===== src/rtl/core_seq.sv =====
// core_seq: multi-cycle RV32I-subset sequencer for verycore (pc, IR, mem port).
// Define CORE_SEQ_INSTRET_EN to build the retired-instruction counter.
module core_seq #(
  parameter logic [31:0] RESET_PC = 32'h0000_0000,
  parameter logic [31:0] TRAP_PC  = 32'h0000_0100
) (
  input  logic        clk,
  input  logic        rst_n,
  output logic        mem_req,
  output logic        mem_we,
  output logic [31:0] mem_addr,
  output logic [31:0] mem_wdata,
  input  logic        mem_ack,
  input  logic [31:0] mem_rdata,
  output logic [4:0]  rf_raddr1,
  output logic [4:0]  rf_raddr2,
  input  logic [31:0] rf_rdata1,
  input  logic [31:0] rf_rdata2,
  output logic        rf_we,
  output logic [4:0]  rf_waddr,
  output logic [31:0] rf_wdata,
  output logic [2:0]  alu_funct,
  output logic        alu_mod,
  output logic [31:0] alu_a,
  output logic [31:0] alu_b,
  input  logic [31:0] alu_n,
  input  logic        cond_n,
  output logic [31:0] pc,
  output logic        trap,
  output logic [31:0] instret
);

  typedef enum logic [2:0] {
    S_FETCH,
    S_DECODE,
    S_EXEC,
    S_AWAIT,
    S_MEM,
    S_WB,
    S_TRAP
  } state_t;

  state_t      state;
  state_t      state_n;
  logic [31:0] ir;
  logic [31:0] res;
  logic [31:0] npc;
  logic [31:0] pc_n;
  logic [31:0] tgt;
  logic [31:0] opb;
  logic [31:0] wb_data;
  logic        hs;

  logic [6:0]  opc;
  logic [2:0]  f3;
  logic        is_op;
  logic        is_opi;
  logic        is_br;
  logic        is_lw;
  logic        is_sw;
  logic        is_lui;
  logic        is_jal;
  logic        is_ls;
  logic        legal;
  logic        mod_sel;
  logic        wr_en;

  logic [31:0] imm_i;
  logic [31:0] imm_s;
  logic [31:0] imm_b;
  logic [31:0] imm_u;
  logic [31:0] imm_j;

  assign hs  = mem_req & mem_ack;
  assign opc = ir[6:0];
  assign f3  = ir[14:12];

  assign is_op  = opc == 7'b0110011;
  assign is_opi = opc == 7'b0010011;
  assign is_br  = opc == 7'b1100011;
  assign is_lw  = opc == 7'b0000011;
  assign is_sw  = opc == 7'b0100011;
  assign is_lui = opc == 7'b0110111;
  assign is_jal = opc == 7'b1101111;
  assign is_ls  = is_lw | is_sw;

  assign legal = is_op | is_opi | is_br | is_lui | is_jal
               | (is_ls && f3 == 3'b010);

  assign imm_i = {{20{ir[31]}}, ir[31:20]};
  assign imm_s = {{20{ir[31]}}, ir[31:25], ir[11:7]};
  assign imm_b = {{19{ir[31]}}, ir[31], ir[7],
                  ir[30:25], ir[11:8], 1'b0};
  assign imm_u = {ir[31:12], 12'h000};
  assign imm_j = {{11{ir[31]}}, ir[31], ir[19:12],
                  ir[20], ir[30:21], 1'b0};

  assign rf_raddr1 = ir[19:15];
  assign rf_raddr2 = ir[24:20];
  assign rf_waddr  = ir[11:7];

  // SRA/SRAI and SUB share the funct7[5] select bit.
  assign mod_sel = is_op ? ir[30]
                 : (is_opi && f3 == 3'b101) ? ir[30]
                 : 1'b0;

  assign wr_en = (ir[11:7] != 5'd0) && !is_br && !is_sw;

  // Second alu operand: register or format-specific immediate.
  always_comb begin
    opb = rf_rdata2;
    unique case (1'b1)
      is_opi, is_lw: opb = imm_i;
      is_sw:         opb = imm_s;
      default:       opb = rf_rdata2;
    endcase
  end

  // Branch/jump target, valid once cond_n is valid.
  always_comb begin
    tgt = pc + 32'd4;
    unique case (1'b1)
      is_jal:          tgt = pc + imm_j;
      is_br && cond_n: tgt = pc + imm_b;
      default:         tgt = pc + 32'd4;
    endcase
  end

  // Writeback data source.
  always_comb begin
    wb_data = res;
    unique case (1'b1)
      is_lui:  wb_data = imm_u;
      is_jal:  wb_data = pc + 32'd4;
      default: wb_data = res;
    endcase
  end

  // State register.
  always_ff @(posedge clk or negedge rst_n) begin
    if (!rst_n) state <= S_FETCH;
    else        state <= state_n;
  end

  // Next state, datapath strobes and pc update.
  always_comb begin
    state_n   = state;
    pc_n      = pc;
    rf_we     = 1'b0;
    rf_wdata  = 32'h0;
    alu_a     = 32'h0;
    alu_b     = 32'h0;
    alu_funct = 3'b000;
    alu_mod   = 1'b0;
    unique case (state)
      S_FETCH: begin
        if (hs) state_n = S_DECODE;
      end
      S_DECODE: begin
        state_n = legal ? S_EXEC : S_TRAP;
      end
      S_EXEC: begin
        alu_a     = rf_rdata1;
        alu_b     = opb;
        alu_funct = is_ls ? 3'b000 : f3;
        alu_mod   = is_ls ? 1'b0 : mod_sel;
        state_n   = S_AWAIT;
      end
      S_AWAIT: begin
        if (tgt[1:0] != 2'b00) state_n = S_TRAP;
        else if (is_ls)        state_n = S_MEM;
        else                   state_n = S_WB;
      end
      S_MEM: begin
        if (hs) state_n = S_WB;
      end
      S_WB: begin
        rf_we    = wr_en;
        rf_wdata = wr_en ? wb_data : 32'h0;
        pc_n     = npc;
        state_n  = S_FETCH;
      end
      S_TRAP: begin
        pc_n    = TRAP_PC;
        state_n = S_FETCH;
      end
      default: state_n = S_FETCH;
    endcase
  end

  // Architectural and holding registers.
  always_ff @(posedge clk or negedge rst_n) begin
    if (!rst_n) begin
      pc   <= RESET_PC;
      ir   <= 32'h0;
      res  <= 32'h0;
      npc  <= 32'h0;
      trap <= 1'b0;
    end else begin
      pc <= pc_n;
      if (state == S_FETCH && hs) ir <= mem_rdata;
      if (state == S_AWAIT) begin
        res <= alu_n;
        npc <= tgt;
      end
      if (state == S_MEM && hs) res <= mem_rdata;
      if (state == S_TRAP) trap <= 1'b1;
    end
  end

  // Memory port: request launched on entry, held until ack.
  always_ff @(posedge clk or negedge rst_n) begin
    if (!rst_n) begin
      mem_req   <= 1'b0;
      mem_we    <= 1'b0;
      mem_addr  <= 32'h0;
      mem_wdata <= 32'h0;
    end else if (hs) begin
      mem_req <= 1'b0;
      mem_we  <= 1'b0;
    end else if (state == S_FETCH && !mem_req) begin
      mem_req  <= 1'b1;
      mem_we   <= 1'b0;
      mem_addr <= pc;
    end else if (state != S_FETCH && state_n == S_FETCH) begin
      mem_req  <= 1'b1;
      mem_we   <= 1'b0;
      mem_addr <= pc_n;
    end else if (state == S_AWAIT && state_n == S_MEM) begin
      mem_req   <= 1'b1;
      mem_we    <= is_sw;
      mem_addr  <= {alu_n[31:2], 2'b00};
      mem_wdata <= is_sw ? rf_rdata2 : 32'h0;
    end
  end

`ifdef CORE_SEQ_INSTRET_EN
  logic [31:0] cnt;

  // One count per completed writeback; wraps at 2^32.
  always_ff @(posedge clk or negedge rst_n) begin
    if (!rst_n)             cnt <= 32'h0;
    else if (state == S_WB) cnt <= cnt + 32'd1;
  end

  assign instret = cnt;
`else
  assign instret = 32'h0;
`endif

endmodule


===== config.mk =====
export PLATFORM = sky130hd
export DESIGN_NAME = core_seq
export DESIGN_NICKNAME = d
export VERILOG_FILES = /design/src/rtl/core_seq.sv
export SDC_FILE = /design/constraint.sdc
export NUM_CORES = 1
export LEC_CHECK = 0
export ABC_CLOCK_PERIOD_IN_PS = 11300
export CAP_MARGIN = 25
export CELL_PAD_IN_SITES_DETAIL_PLACEMENT = 2
export CELL_PAD_IN_SITES_GLOBAL_PLACEMENT = 2
export CORE_MARGIN = 2
export CORE_UTILIZATION = 30
export CTS_CLUSTER_DIAMETER = 100
export DETAILED_ROUTE_END_ITERATION = 7
export HOLD_SLACK_MARGIN = 0.02
export PLACE_DENSITY = 0.94
export SYNTH_ARGS = -nofsm -noshare
export SYNTH_HDL_FRONTEND = slang
export SYNTH_SLANG_ARGS = --single-unit
export TNS_END_PERCENT = 50

===== constraint.sdc =====
create_clock -name clk -period 11.3 [get_ports clk]
set_input_delay 3.39 -clock clk [delete_from_list [all_inputs] [get_ports clk]]
set_output_delay 3.39 -clock clk [all_outputs]
set_load 0.05 [all_outputs]

==> results.sh <==
export IMPL_h_tree_depth=4
export IMPL_cts_sinks=198
export IMPL_synth_area_leaders="dfrtp_1, nand2_1, a21oi_1"
export IMPL_slowest_stage="clkdlybuf4s50_1"
export IMPL_finalSetupViolCount=0
export IMPL_r2r_end="mem_addr[30]"
export IMPL_syn_area_per_cell_um2=8.63
export IMPL_drive_gt1_share_pct=6.75
export IMPL_vias_per_cell=5.61
export IMPL_cts_root_buf="clkbuf_16"
export IMPL_synthCells=1420
export IMPL_areaGrowthSynthToFinish_pct=35.9
export IMPL_cts_tree="built"
export IMPL_critical_path_top_delay_family="buffers and inverters"
export IMPL_grt_ovfl_total=0
export IMPL_cts_hold_buf=0
export IMPL_dr_pass1_iters=5
export IMPL_whs_path_depth=1
export IMPL_slew_violations=0
export IMPL_hold_violations=0
export IMPL_cp_required_ps=7910
export IMPL_clk_latency_ps=470
export IMPL_cp_num_buf_inv=2
export IMPL_start_util_pct=30.2
export IMPL_drt_iter0_drc=709
export IMPL_hold_path_startpoint="trap"
export IMPL_io_pins=379
export IMPL_path_cells="clkdlybuf4s50_1 -> nand2b_1 -> o31ai_1 -> a21oi_1 -> clkdlybuf4s50_1"
export IMPL_reg2reg_depth=13
export IMPL_path_class="input port to primary output"
export IMPL_setup_tns_final_ps=0
export IMPL_synth_seq_cells=198
export IMPL_antenna_found_initial=4
export IMPL_relSlewSlack_pct=26.2
export IMPL_yosysTopAreaCell="dfrtp_1"
export IMPL_grt_pass1_vias=14000
export IMPL_rsz0062_at_grt="no"
export IMPL_die_x_um=206
export IMPL_vias=12600
export IMPL_core_area_um2=40600
export IMPL_ys_seq_area_share_pct=40.4
export IMPL_portBuffers=346
export IMPL_fmax_mhz=117
export IMPL_power_density_nw_per_um2=278
export IMPL_r2r_start="ir[4]"
export IMPL_maxCapViolCount=0
export IMPL_worstHoldEndpoint="trap"
export IMPL_drt_drc_violations_left=0
export IMPL_yosys_warnings=0
export IMPL_crit_fanout=3
export IMPL_startpoint_type="input port"
export IMPL_power_leakage_nw=6.89
export IMPL_end_kind="primary output"
export IMPL_r2r_setup_slack_ps=5930
export IMPL_ant_nets=0
export IMPL_hpwlAfterDp_mm=43.9
export IMPL_yosysTopAreaCellShare_pct=40.4
export IMPL_synth_area_um2=12300
export IMPL_fin_nets=1870
export IMPL_antennaDiodeCount=0
export IMPL_die_h_um=206
export IMPL_peakVddDrop_mv=0.147
export IMPL_clk_path_buf_depth=2
export IMPL_clkTransAtPathRegs_ps=80
export IMPL_numCtsBuffers=17
export IMPL_gp_congestion=0.872
export IMPL_hold_class="flop to flop"
export IMPL_cts_resized_gates=0
export IMPL_grt_first_pass_wirelength_mm=88.1
export IMPL_crit_arrival_ps=5130
export IMPL_regArea_um2=4950
export IMPL_grt_usage_pct=27.9
export IMPL_ys_async_sr_fraction_pct=100
export IMPL_postCtsSetupBuffers=0
export IMPL_post_route_period_util_pct=75.4
export IMPL_ys_flop_type="dfrtp_1"
export IMPL_ys_types=62
export IMPL_grt_start_max_net_pins=70
export IMPL_rows=74
export IMPL_nFillCells=4456
export IMPL_wirelength_mm=59.7
export IMPL_worstMarginPinSlew_ps=1100
export IMPL_max_stage_delay_ps=830
export IMPL_layout_common_cells="clkdlybuf4s50_1, nand2_1, dfrtp_1"
export IMPL_status="finished clean"
export IMPL_final_common_cell="clkdlybuf4s50_1"
export IMPL_die_area_um2=42500
export IMPL_cp_common_cell="clkdlybuf4s50_1"
export IMPL_multi_input_area_um2=6750
export IMPL_synth_edf_count=0
export IMPL_postLayoutCoreUtil_pct=41.1
export IMPL_skew_ps=18.8
export IMPL_wl_per_cell_um=26.5
export IMPL_fin_crit_ps=8520
[where the power goes]
group	switching, mW	internal, mW	leakage, nW
Clock	0.325	0.312	0.276
Sequential	0.349	0.957	2.52
Combinational	1.79	0.899	4.09
[per-layer routing]
layer | global-route usage (%) | wire [µm]
met5 | 0 | 50
met4 | 12.2 | 2220
met3 | 6.46 | 3920
met2 | 47.8 | 29100
met1 | 33.2 | 24500
[metrics by stage]
step | instances | setup WS (ps) | instance area (µm²) | hold slack, ps | power [mW]
6_report | 2251 | 2780 | 16600 | 484 | 4.63
5_1_grt | 2251 | 2690 | 16600 | 508 | 4.88
3_3_place_gp | 2218 | 2810 | 16100 | 454 | 3.84
2_1_floorplan | 1451 | 3580 | 12400 | 439 | 2.97
3_5_place_dp | 2218 | 2800 | 16100 | 470 | 3.98
4_1_cts | 2250 | 2790 | 16600 | 488 | 4.65
[cells in the mapped netlist (all sizes together) (2+ instances only)]
cell type / number
a211oi: 7
a21o: 23
a21oi: 136
a221o: 2
a22o: 31
a22oi: 60
a311oi: 2
a31o: 2
a31oi: 13
and2: 37
and3: 8
and4: 9
buf: 62
clkbuf: 74
dfrtp: 198
ha: 31
inv: 11
mux2: 38
mux2i: 38
nand2: 243
nand2b: 11
nand3: 34
nand4: 8
nor2: 108
nor2b: 2
nor3: 20
nor3b: 2
nor4: 5
o2111ai: 2
o211ai: 5
o21a: 27
o21ai: 79
o221ai: 8
o31ai: 7
or2: 4
or3: 5
or4: 3
xnor2: 29
xor2: 20
[how the worst max path moves through the flow]
stage	startpoint	to	slack (ps)	cells past startpoint
finish	rf_rdata2[2]	alu_b[2]	2780	5
floorplan	rf_rdata2[3]	alu_b[3]	3580	3
global placement	rf_rdata2[0]	alu_b[0]	2810	5
detailed placement	rf_rdata2[2]	alu_b[2]	2800	5
global route	rf_rdata2[4]	alu_b[4]	2690	5
CTS	rf_rdata2[2]	alu_b[2]	2790	5
[flip-flops by register name, indices dropped and copies added (netlist names), 3 cells and up]
signal     count
pc            32
ir            32
res           32
mem_addr      32
state          3
npc           32
mem_wdata     32
[worst reg2reg max path, stage by stage (launching register included)]
cell and delay (ps):
dfrtp_1 550, buf_4 290, or3_1 480, nor3_1 290
nand2_1 450, mux2_2 430, ha_1 290, mux2_4 290
nor4_1 420, a211oi_2 210, a21oi_4 750, buf_4 510
nor2_1 130, a21oi_1 190
[layout make-up]
class                      count  area share (%)
clock buffer                  18            2.58
clock inverter                14           0.857
inverter                      11           0.248
multi-input combinational   1106            40.5
sequential                   198            29.8
tap                          532            4.00
timing repair buffer         372            22.0
[cell families (layout without fill, tap and decap cells)]
kind of cell,count (synthesis),count (layout),synth area share [%]
AND/OR/NAND/NOR,503,503,18.3
AO/OA/AOI/OAI,414,414,21.7
flip-flops,198,198,40.4
buffers and inverters,147,415,6.13
multiplexers,76,76,6.63
XOR/XNOR,49,49,3.50
adder cells (fa/ha/maj),32,32,3.33
other,1,32,0.0306
Note: power is estimated with default switching activity, not from simulation.
